File: config.mk
export PLATFORM = sky130hd
export DESIGN_NAME = rom_read_arbiter
export DESIGN_NICKNAME = d
export VERILOG_FILES = /design/src/rtl/rom_read_arbiter.sv
export SDC_FILE = /design/constraint.sdc
export NUM_CORES = 1
export LEC_CHECK = 0
export ABC_AREA = 1
export CORE_AREA = 4 4 59 61
export CTS_CLUSTER_DIAMETER = 50
export DETAILED_ROUTE_END_ITERATION = 16
export DIE_AREA = 0 0 63 65
export HOLD_SLACK_MARGIN = 0.05
export PLACE_DENSITY = 0.77
export SLEW_MARGIN = 20
export SYNTH_ARGS = -nofsm -noshare
export SYNTH_HDL_FRONTEND = slang
export SYNTH_SLANG_ARGS = --single-unit
File: constraint.sdc
create_clock -name clk -period 2.55 [get_ports clk]
set_clock_uncertainty 0.15 [all_clocks]
set_input_delay 0.6375 -clock clk [delete_from_list [all_inputs] [get_ports clk]]
set_output_delay 0.6375 -clock clk [all_outputs]
set_load 0.005 [all_outputs]
File: src/rtl/rom_read_arbiter.sv
// Round-robin arbiter sharing one synchronous-read ROM between two requesters.
// Optional grant statistics counters are enabled with `define ROM_ARB_STATS_EN.
module rom_read_arbiter #(
    parameter int ADDR_W  = 5,
    parameter int ROM_LAT = 1
) (
    input  logic              clk,
    input  logic              reset_n,
    input  logic              req0,
    input  logic [ADDR_W-1:0] addr0,
    output logic              gnt0,
    output logic              rvalid0,
    output logic [7:0]        rdata0,
    input  logic              req1,
    input  logic [ADDR_W-1:0] addr1,
    output logic              gnt1,
    output logic              rvalid1,
    output logic [7:0]        rdata1,
    output logic              rom_rd,
    output logic [ADDR_W-1:0] rom_addr,
    input  logic [7:0]        rom_q
`ifdef ROM_ARB_STATS_EN
    ,
    output logic [15:0]       gnt_cnt0,
    output logic [15:0]       gnt_cnt1
`endif
);

    typedef enum logic {
        PRI0 = 1'b0,
        PRI1 = 1'b1
    } pri_e;

    pri_e              pri_q, pri_d;
    logic [ADDR_W-1:0] last_addr_q, last_addr_d;
    logic [ROM_LAT:0]  tag_vld_q, tag_vld_d;
    logic [ROM_LAT:0]  tag_own_q, tag_own_d;
    logic [7:0]        rdata0_q, rdata0_d;
    logic [7:0]        rdata1_q, rdata1_d;
    logic              ret_vld;
    logic              ret_own;

    always_comb begin
        gnt0  = 1'b0;
        gnt1  = 1'b0;
        pri_d = pri_q;
        if (reset_n) begin
            if (req0 && (!req1 || pri_q == PRI0)) begin
                gnt0 = 1'b1;
            end else if (req1) begin
                gnt1 = 1'b1;
            end
        end
        if (gnt0) begin
            pri_d = PRI1;
        end else if (gnt1) begin
            pri_d = PRI0;
        end
    end

    assign rom_rd = gnt0 | gnt1;

    // When idle the bus keeps showing the last issued address rather than
    // following whatever the requesters happen to drive.
    always_comb begin
        rom_addr = last_addr_q;
        if (!reset_n) begin
            rom_addr = '0;
        end else if (gnt0) begin
            rom_addr = addr0;
        end else if (gnt1) begin
            rom_addr = addr1;
        end
    end

    assign last_addr_d = rom_rd ? rom_addr : last_addr_q;

    // Stage k holds the owner of the read issued k+1 cycles ago; the stage
    // before the last marks the cycle in which rom_q carries that read's data.
    assign tag_vld_d = {tag_vld_q[ROM_LAT-1:0], rom_rd};
    assign tag_own_d = {tag_own_q[ROM_LAT-1:0], gnt1};
    assign ret_vld   = tag_vld_q[ROM_LAT-1];
    assign ret_own   = tag_own_q[ROM_LAT-1];

    assign rdata0_d = (ret_vld && !ret_own) ? rom_q : rdata0_q;
    assign rdata1_d = (ret_vld &&  ret_own) ? rom_q : rdata1_q;

    always_ff @(posedge clk or negedge reset_n) begin
        if (!reset_n) begin
            pri_q       <= PRI0;
            last_addr_q <= '0;
            tag_vld_q   <= '0;
            tag_own_q   <= '0;
            rdata0_q    <= '0;
            rdata1_q    <= '0;
        end else begin
            pri_q       <= pri_d;
            last_addr_q <= last_addr_d;
            tag_vld_q   <= tag_vld_d;
            tag_own_q   <= tag_own_d;
            rdata0_q    <= rdata0_d;
            rdata1_q    <= rdata1_d;
        end
    end

    assign rvalid0 = tag_vld_q[ROM_LAT] & ~tag_own_q[ROM_LAT];
    assign rvalid1 = tag_vld_q[ROM_LAT] &  tag_own_q[ROM_LAT];
    assign rdata0  = rdata0_q;
    assign rdata1  = rdata1_q;

`ifdef ROM_ARB_STATS_EN
    logic [15:0] gnt_cnt0_q, gnt_cnt0_d;
    logic [15:0] gnt_cnt1_q, gnt_cnt1_d;

    assign gnt_cnt0_d = (gnt0 && gnt_cnt0_q != '1) ? gnt_cnt0_q + 16'd1 : gnt_cnt0_q;
    assign gnt_cnt1_d = (gnt1 && gnt_cnt1_q != '1) ? gnt_cnt1_q + 16'd1 : gnt_cnt1_q;

    always_ff @(posedge clk or negedge reset_n) begin
        if (!reset_n) begin
            gnt_cnt0_q <= '0;
            gnt_cnt1_q <= '0;
        end else begin
            gnt_cnt0_q <= gnt_cnt0_d;
            gnt_cnt1_q <= gnt_cnt1_d;
        end
    end

    assign gnt_cnt0 = gnt_cnt0_q;
    assign gnt_cnt1 = gnt_cnt1_q;
`endif

endmodule

==> summary.md, run 1 <==
| Metric | Value |
|---|---|
| Final min period | 2.45 ns |
| Fillers | 277 |
| Power share of the clock group | 15.9% |
| Storage element area | 651 um2 |
| DRT iter0 DRCs | 44 |
| Reg clk slew, reported paths | 0.13 ns |
| Final Max Slew Viols | 0 |
| Mapped cell area | 1150 um2 |
| Most common cell on crit path | nor2_2 |
| Vias in the first global route | 1,090 |
| CTS Hold Bufs | 0 |
| CP endpoint kind | output pin |
| Achievable frequency | 408 MHz |
| Critical Path AT | 1.67 ns |
| Maxcap violations | 0 |
| Slowest-stage cell, CP | clkdlybuf4s50_1 |
| Mapped Nets | 150 |
| Post-synth top flop | dfrtp_1 |
| Hold WC Path Type | input port to asynchronous set/reset pin |
| Yosys cell types | 16 |
| Area growth, synth to finish | 52.3% |
| Total global-route track usage | 14.5% |
| Register area share after synthesis | 56.5% |
| Initial Util | 38.7% |
| Congestion Overflow GR | 0 |
| Slew Limit Headroom | 70.4% |
| Port bufs | 47 |
| P_sw | 287 uW |
| Peak supply drop | 0.227 mV |
| Crit path max-delay family | buffers and inverters |
| Setup CP Type | input port to output pin |
| WL per Instance | 12.4 um |
| Hold Fails Final Rpt | 0 |
| Skew-Pair Late Insertion Delay | 0.30 ns |
| Core area | 2980 um2 |
| Final layout net count | 211 |
| Remaining antenna violation count | 0 |
| Top cell type's share of synthesized area | 56.5% |
| First-pass GRT wire length | 4770 um |
| WL final | 2720 um |
| Initial antenna violation count | 0 |
| Pwr Total | 1030 uW |
| Synthesized instance count | 128 |
| Worst slew pin tran | 0.442 ns |
| Vias/cell | 4.57 |
| Routability cong. | 0.899 |
| Synthesized area per cell | 8.99 um2 |
| Lkg Pwr | 0.000910 uW |
| Cell Area, Placed | 1690 um2 |
| DRC errors left | 0 |
| Root Driver | clkbuf_4 |
| Largest net degree at the start of global routing | 21 |
| Switching Fraction | 27.8% |
| Area of the die | 4100 um2 |
| Detailed Place HPWL | 2150 um |
| Share of cells above drive strength 1 | 23.0% |
| Number of synthesized register bits | 26 |
| Fin Hold WS | 0.181 ns |
| Final setup fails | 0 |
| Cell Rows | 20 |
| I/O pin count | 48 |
| Clock Sinks | 26 |
| Sequential share of power | 51.2% |
| First-pass DRT Iterations | 4 |
| Yosys warns | 0 |
| CTS tree | yes |
| CP Max Fanout | 2 |
| Startpoint types | input port |
| Comb pwr share | 32.9% |
| Area contributors post-synth | dfrtp_1 (57%), nand2_1 (8.5%), inv_1 (7.5%) |
| Die Width | 63 um |
| Design area | 1750 um2 |
| Clock Path Buffers | 2 |
| Die span in y | 65 um |
| Status | finished, final reports clean |
| Crit path cell chain | clkdlybuf4s50_1 -> nand4_1 -> nand2_1 -> nor2_2 -> nor2_2 -> dlygate4sd2_1 |
| CP bufs+invs | 2 |
| Diode count | 0 |
| Pint | 743 uW |
| Area of the multi-input gates | 397 um2 |
| Via count | 1,006 |
| Number of synthesized flops with an enable pin | 0 |
| RSZ-0062 raised after global routing | no |
| Max incr delay on CP | 0.41 ns |
| Biggest area consumer among synthesized cells | dfrtp_1 |
| Worst path required time | 1.76 ns |
| Final cell utilization of the core | 58.9% |
| Power density over the cells | 587 nW/um2 |
| H-tree depth | 1 |
| CTS Buf Count | 3 |
| Final critical-path share of the clock period | 96.2% |
| Synth top cells by count | dfrtp_1 (26), nand2_1 (26), inv_1 (23) |
| Ys async rst share | 100% |
path summary, 6_finish.rpt:
kind,endpoint,from,depth (start not counted),slack [ns]
worst max register to register,last_addr_q[2]$_DFFE_PN0P_,pri_q$_DFFE_PN0P_,8,1.16
max in group asynchronous,last_addr_q[1]$_DFFE_PN0P_,reset_n,4,1.80
worst max-delay path,rom_addr[0],addr0[0],6,0.1
min in group clk,tag_own_q[1]$_DFF_PN0_,tag_own_q[0]$_DFF_PN0_,0,0.26
worst min-delay path,rdata0[1]$_DFFE_PN0P_,reset_n,2,0.18
worst min register to register,tag_own_q[1]$_DFF_PN0_,tag_own_q[0]$_DFF_PN0_,0,0.26
layout make-up:
| type | instances | share of cell area (%) |
|---|---|---|
| well taps | 33 | 2.36 |
| multi-input cells | 74 | 22.6 |
| clock buffers | 3 | 1.28 |
| inverters | 24 | 5.14 |
| repair buffers | 60 | 31.5 |
| flip-flops and latches | 26 | 37.1 |
what timing repair did:
item,4_1_cts,5_1_grt
setup endpoints to repair,8,5
gates resized for setup,20,8
buffers inserted,4,2
gates cloned,0,0
pin swaps,2,3
cell families (layout without fill, tap and decap cells):
kind of cell	Yosys count	in the layout	synth area share, %
AND/OR/NAND/NOR	57	57	26.4
AO/OA/AOI/OAI	17	17	7.39
flip-flops	26	26	56.5
buffers and inverters	28	87	9.67
cells in the final DEF, fill, tap and decap left out:
cell / netlist / routed
dlygate4sd2_1: 0 / 5
nand2_4: 3 / 3
buf_8: 0 / 1
dfrtp_1: 26 / 26
clkbuf_4: 0 / 3
nand2_2: 1 / 1
nand3_2: 0 / 1
a21oi_1: 1 / 1
nor2_1: 3 / 2
buf_6: 0 / 1
inv_2: 1 / 1
clkdlybuf4s50_1: 0 / 36
o21ai_0: 16 / 16
nor2_2: 13 / 14
buf_2: 2 / 2
nand3_4: 1 / 1
inv_1: 23 / 23
nand2_1: 26 / 26
clkdlybuf4s15_2: 0 / 1
buf_4: 1 / 12
nand3_1: 5 / 4
nand4_1: 5 / 5
clkbuf_2: 0 / 2
registers in the layout (all words and copies together), names as in the netlist:
| name | flops |
|---|---|
| last_addr_q | 5 |
| tag_own_q | 2 |
| rdata1 | 8 |
| pri_q | 1 |
| tag_vld_q | 2 |
| rdata0 | 8 |
power by group through the flow:
stage | clock, uW | sequential [uW] | combinational (uW)
2_1_floorplan | 0 | 537 | 117
3_3_place_gp | 0 | 532 | 329
3_5_place_dp | 0 | 535 | 338
4_1_cts | 172 | 527 | 340
5_1_grt | 191 | 536 | 375
6_report | 163 | 527 | 339
through the flow:
| step | TNS [ns] | cells | worst slack [ns] |
|---|---|---|---|
| after floorplan | 0 | 128 | 0.543 |
| after global placement | -3.60 | 211 | -0.473 |
| after detailed placement | -3.75 | 211 | -0.515 |
| after CTS | 0 | 218 | 0.00703 |
| after global routing | 0 | 220 | 0.0211 |
| final | 0 | 220 | 0.0968 |
layer usage:
| layer | wire length [um] | global-route usage [%] | share of wire [%] | vias up |
|---|---|---|---|---|
| li1 | - | - | - | 512 |
| met3 | 225 | 4.16 | 8.3 | 2 |
| met4 | 10 | 4.13 | 0.37 | 0 |
| met1 | 1200 | 16.9 | 44 | 447 |
| met5 | 0 | 0 | 0 | - |
| met2 | 1290 | 25.7 | 47 | 45 |
Note: power is estimated with default switching activity, not from simulation.
==> inputs of run 2 (changes only) <==
--- a/config.mk
+++ b/config.mk
@@ -8,6 +8,7 @@
 export ABC_AREA = 1
 export CORE_AREA = 4 4 59 61
 export CTS_CLUSTER_DIAMETER = 50
+export CTS_CLUSTER_SIZE = 12
 export DETAILED_ROUTE_END_ITERATION = 16
 export DIE_AREA = 0 0 63 65
 export HOLD_SLACK_MARGIN = 0.05
==> results of run 2 <==
Final layout, timing and power as in run 1 (identical DEF).
==> inputs of run 3 (changes only) <==
--- a/config.mk
+++ b/config.mk
@@ -5,14 +5,15 @@
 export SDC_FILE = /design/constraint.sdc
 export NUM_CORES = 1
 export LEC_CHECK = 0
-export ABC_AREA = 1
-export CORE_AREA = 4 4 59 61
+export CORE_AREA = 4 4 57 59
 export CTS_CLUSTER_DIAMETER = 50
 export CTS_CLUSTER_SIZE = 12
 export DETAILED_ROUTE_END_ITERATION = 16
-export DIE_AREA = 0 0 63 65
+export DIE_AREA = 0 0 61 63
+export GPL_ROUTABILITY_DRIVEN = 0
+export GPL_TIMING_DRIVEN = 0
 export HOLD_SLACK_MARGIN = 0.05
-export PLACE_DENSITY = 0.77
+export PLACE_DENSITY = 0.78
 export SLEW_MARGIN = 20
 export SYNTH_ARGS = -nofsm -noshare
 export SYNTH_HDL_FRONTEND = slang
==> summary.md, run 3 <==
| Metric | Value |
|---|---|
| CP bufs+invs | 3 |
| DRC errors left | 0 |
| Yosys warns | 0 |
| CTS tree | yes |
| Biggest area consumer among synthesized cells | dfrtp_1 |
| Final critical-path share of the clock period | 99.1% |
| Cell Rows | 19 |
| H-tree depth | 1 |
| CP Max Fanout | 5 |
| Lkg Pwr | 0.000714 uW |
| Sequential share of power | 51.9% |
| Final min period | 2.53 ns |
| Mapped Nets | 105 |
| First-pass DRT Iterations | 4 |
| Number of synthesized flops with an enable pin | 0 |
| Core area | 2710 um2 |
| DRT iter0 DRCs | 30 |
| RSZ-0062 raised after global routing | no |
| Synth top cells by count | dfrtp_1 (26), mux2_2 (16), nand2_1 (11) |
| Commonest non-fill, non-tap cells in the layout | clkdlybuf4s50_1 (39), dfrtp_1 (25), mux2_2 (16), nand2_1 (11), o21ai_0 (8) |
| Startpoint types | input port |
| Most common cell on crit path | buf_4 |
| Comb pwr share | 31.5% |
| Pwr Total | 1010 uW |
| Remaining antenna violation count | 0 |
| Congestion Overflow GR | 0 |
| Final setup fails | 0 |
| Ys async rst share | 100% |
| Maxcap violations | 0 |
| Area of the die | 3840 um2 |
| Clock Sinks | 26 |
| Max incr delay on CP | 0.50 ns |
| WL final | 2790 um |
| Skew-Pair Late Insertion Delay | 0.31 ns |
| Worst path required time | 1.76 ns |
| Setup CP Type | input port to output pin |
| Critical Path AT | 1.74 ns |
| Power density over the cells | 609 nW/um2 |
| WL per Instance | 16.6 um |
| Synthesized instance count | 83 |
| Hold WC Path Type | input port to asynchronous set/reset pin |
| Number of synthesized register bits | 26 |
| Via count | 871 |
| Post-synth top flop | dfrtp_1 |
| Total global-route track usage | 15.7% |
| Count leader, synth | dfrtp_1 |
| Synthesized area per cell | 12.9 um2 |
| P_sw | 259 uW |
| Vias/cell | 5.18 |
| Crit path cell chain | buf_4 -> a21boi_4 -> buf_4 -> and2_2 -> clkdlybuf4s50_1 |
| Vias in the first global route | 929 |
| Peak supply drop | 0.431 mV |
| Area growth, synth to finish | 55.9% |
| Switching Fraction | 25.6% |
| CTS Buf Count | 3 |
| Register area share after synthesis | 60.9% |
| Initial Util | 39.4% |
| Final Max Slew Viols | 0 |
| Die span in y | 63 um |
| Setup TNS | 0 ns |
| Achievable frequency | 396 MHz |
| Worst slew pin tran | 0.371 ns |
| Yosys cell types | 18 |
| Largest net degree at the start of global routing | 27 |
| Crit path max-delay family | buffers and inverters |
| Hold Fails Final Rpt | 0 |
| Root Driver | clkbuf_4 |
| Final layout net count | 161 |
| Slew Limit Headroom | 75.2% |
| I/O pin count | 48 |
| Die Width | 61 um |
| Share of cells above drive strength 1 | 25.5% |
| Slowest-stage cell, CP | clkdlybuf4s50_1 |
| First-pass GRT wire length | 4580 um |
| CP endpoint kind | output pin |
| Area contributors post-synth | dfrtp_1 (61%), mux2_2 (17%), o21ai_0 (4.7%) |
| Top cell type's share of synthesized area | 60.9% |
| Port bufs | 46 |
| Initial antenna violation count | 0 |
| Power share of the clock group | 16.6% |
| Reg clk slew, reported paths | 0.13 ns |
| Detailed Place HPWL | 2030 um |
| Pint | 755 uW |
| Most common cell after layout, fill and taps aside | clkdlybuf4s50_1 |
| Mapped cell area | 1070 um2 |
| Status | finished, final reports clean |
| Clock Path Buffers | 2 |
| Diode count | 0 |
run 3: cell types whose count changed in the layout (fill, tap and decap cells not counted), sizes merged, moves of 3 or more:
cell,delta
nand2,-19
buf,-7
nand4,-5
a32oi,+5
mux2,+16
clkdlybuf4s50,+3
nand3,-6
inv,-22
o21ai,-5
nor2,-16
run 3: final cells by class:
class                   instances  area (um2)
plain buffers                   2        16.3
clock buffers                   3        22.5
fillers                       222        1040
inverters                       2        7.51
multi-input cells              53         422
flip-flops and latches         26         652
well taps                      31        38.8
repair buffers                 51         507
run 3: path summary, 6_finish.rpt:
path | start | end | slack (ns) | cells past startpoint
min reg2reg | tag_own_q[0]$_DFF_PN0_ | tag_own_q[1]$_DFF_PN0_ | 0.27 | 0
max in group asynchronous | reset_n | pri_q$_DFFE_PN0P_ | 2.00 | 2
max | req0 | gnt0 | 0.02 | 5
min | reset_n | tag_vld_q[1]$_DFF_PN0_ | 0.09 | 2
max reg2reg | tag_own_q[0]$_DFF_PN0_ | rdata0[1]$_DFFE_PN0P_ | 1.16 | 3
min in group clk | tag_own_q[0]$_DFF_PN0_ | tag_own_q[1]$_DFF_PN0_ | 0.27 | 0
run 3: layer usage:
layer / track usage (%) / routed length [um] / part of all wire (%)
met5: 0 / 0 / 0
met2: 25.1 / 1440 / 51
met3: 1.65 / 133 / 4.8
met4: 8.94 / 95 / 3.4
met1: 19.9 / 1130 / 40
run 3: cells by family after synthesis:
kind of cell,share of synthesized area [%]
multiplexers,16.9
buffers and inverters,2.22
AO/OA/AOI/OAI,11.4
flip-flops,60.9
AND/OR/NAND/NOR,8.67
run 3: metrics by stage:
stage	instances	hold WS, ns	setup slack, ns	instance area [um2]	util, %
2_1_floorplan	83	0.192	0.543	1070	-
6_report	168	0.0946	0.0236	1670	61.4
3_3_place_gp	160	0.226	-1.43	1570	57.8
5_1_grt	168	0.0999	0.00213	1670	61.4
4_1_cts	167	0.0945	0.00904	1650	60.8
3_5_place_dp	160	0.241	-0.604	1560	57.7
run 3: power by group through the flow:
stage	clock, uW	combinational, uW	sequential (uW)
6_report	169	319	526
3_3_place_gp	0	297	529
5_1_grt	186	347	536
2_1_floorplan	0	97.4	534
4_1_cts	170	315	526
3_5_place_dp	0	304	533
run 3: what timing repair did:
| action | 4_1_cts | 5_1_grt |
|---|---|---|
| endpoints found under the hold margin | 26 | 0 |
| buffers inserted | 3 | 1 |
| gates resized for setup | 17 | 5 |
| endpoints found under the setup margin | 8 | 6 |
| pin swaps | 0 | 0 |
| hold buffers | 1 | 0 |
| gates cloned | 0 | 0 |
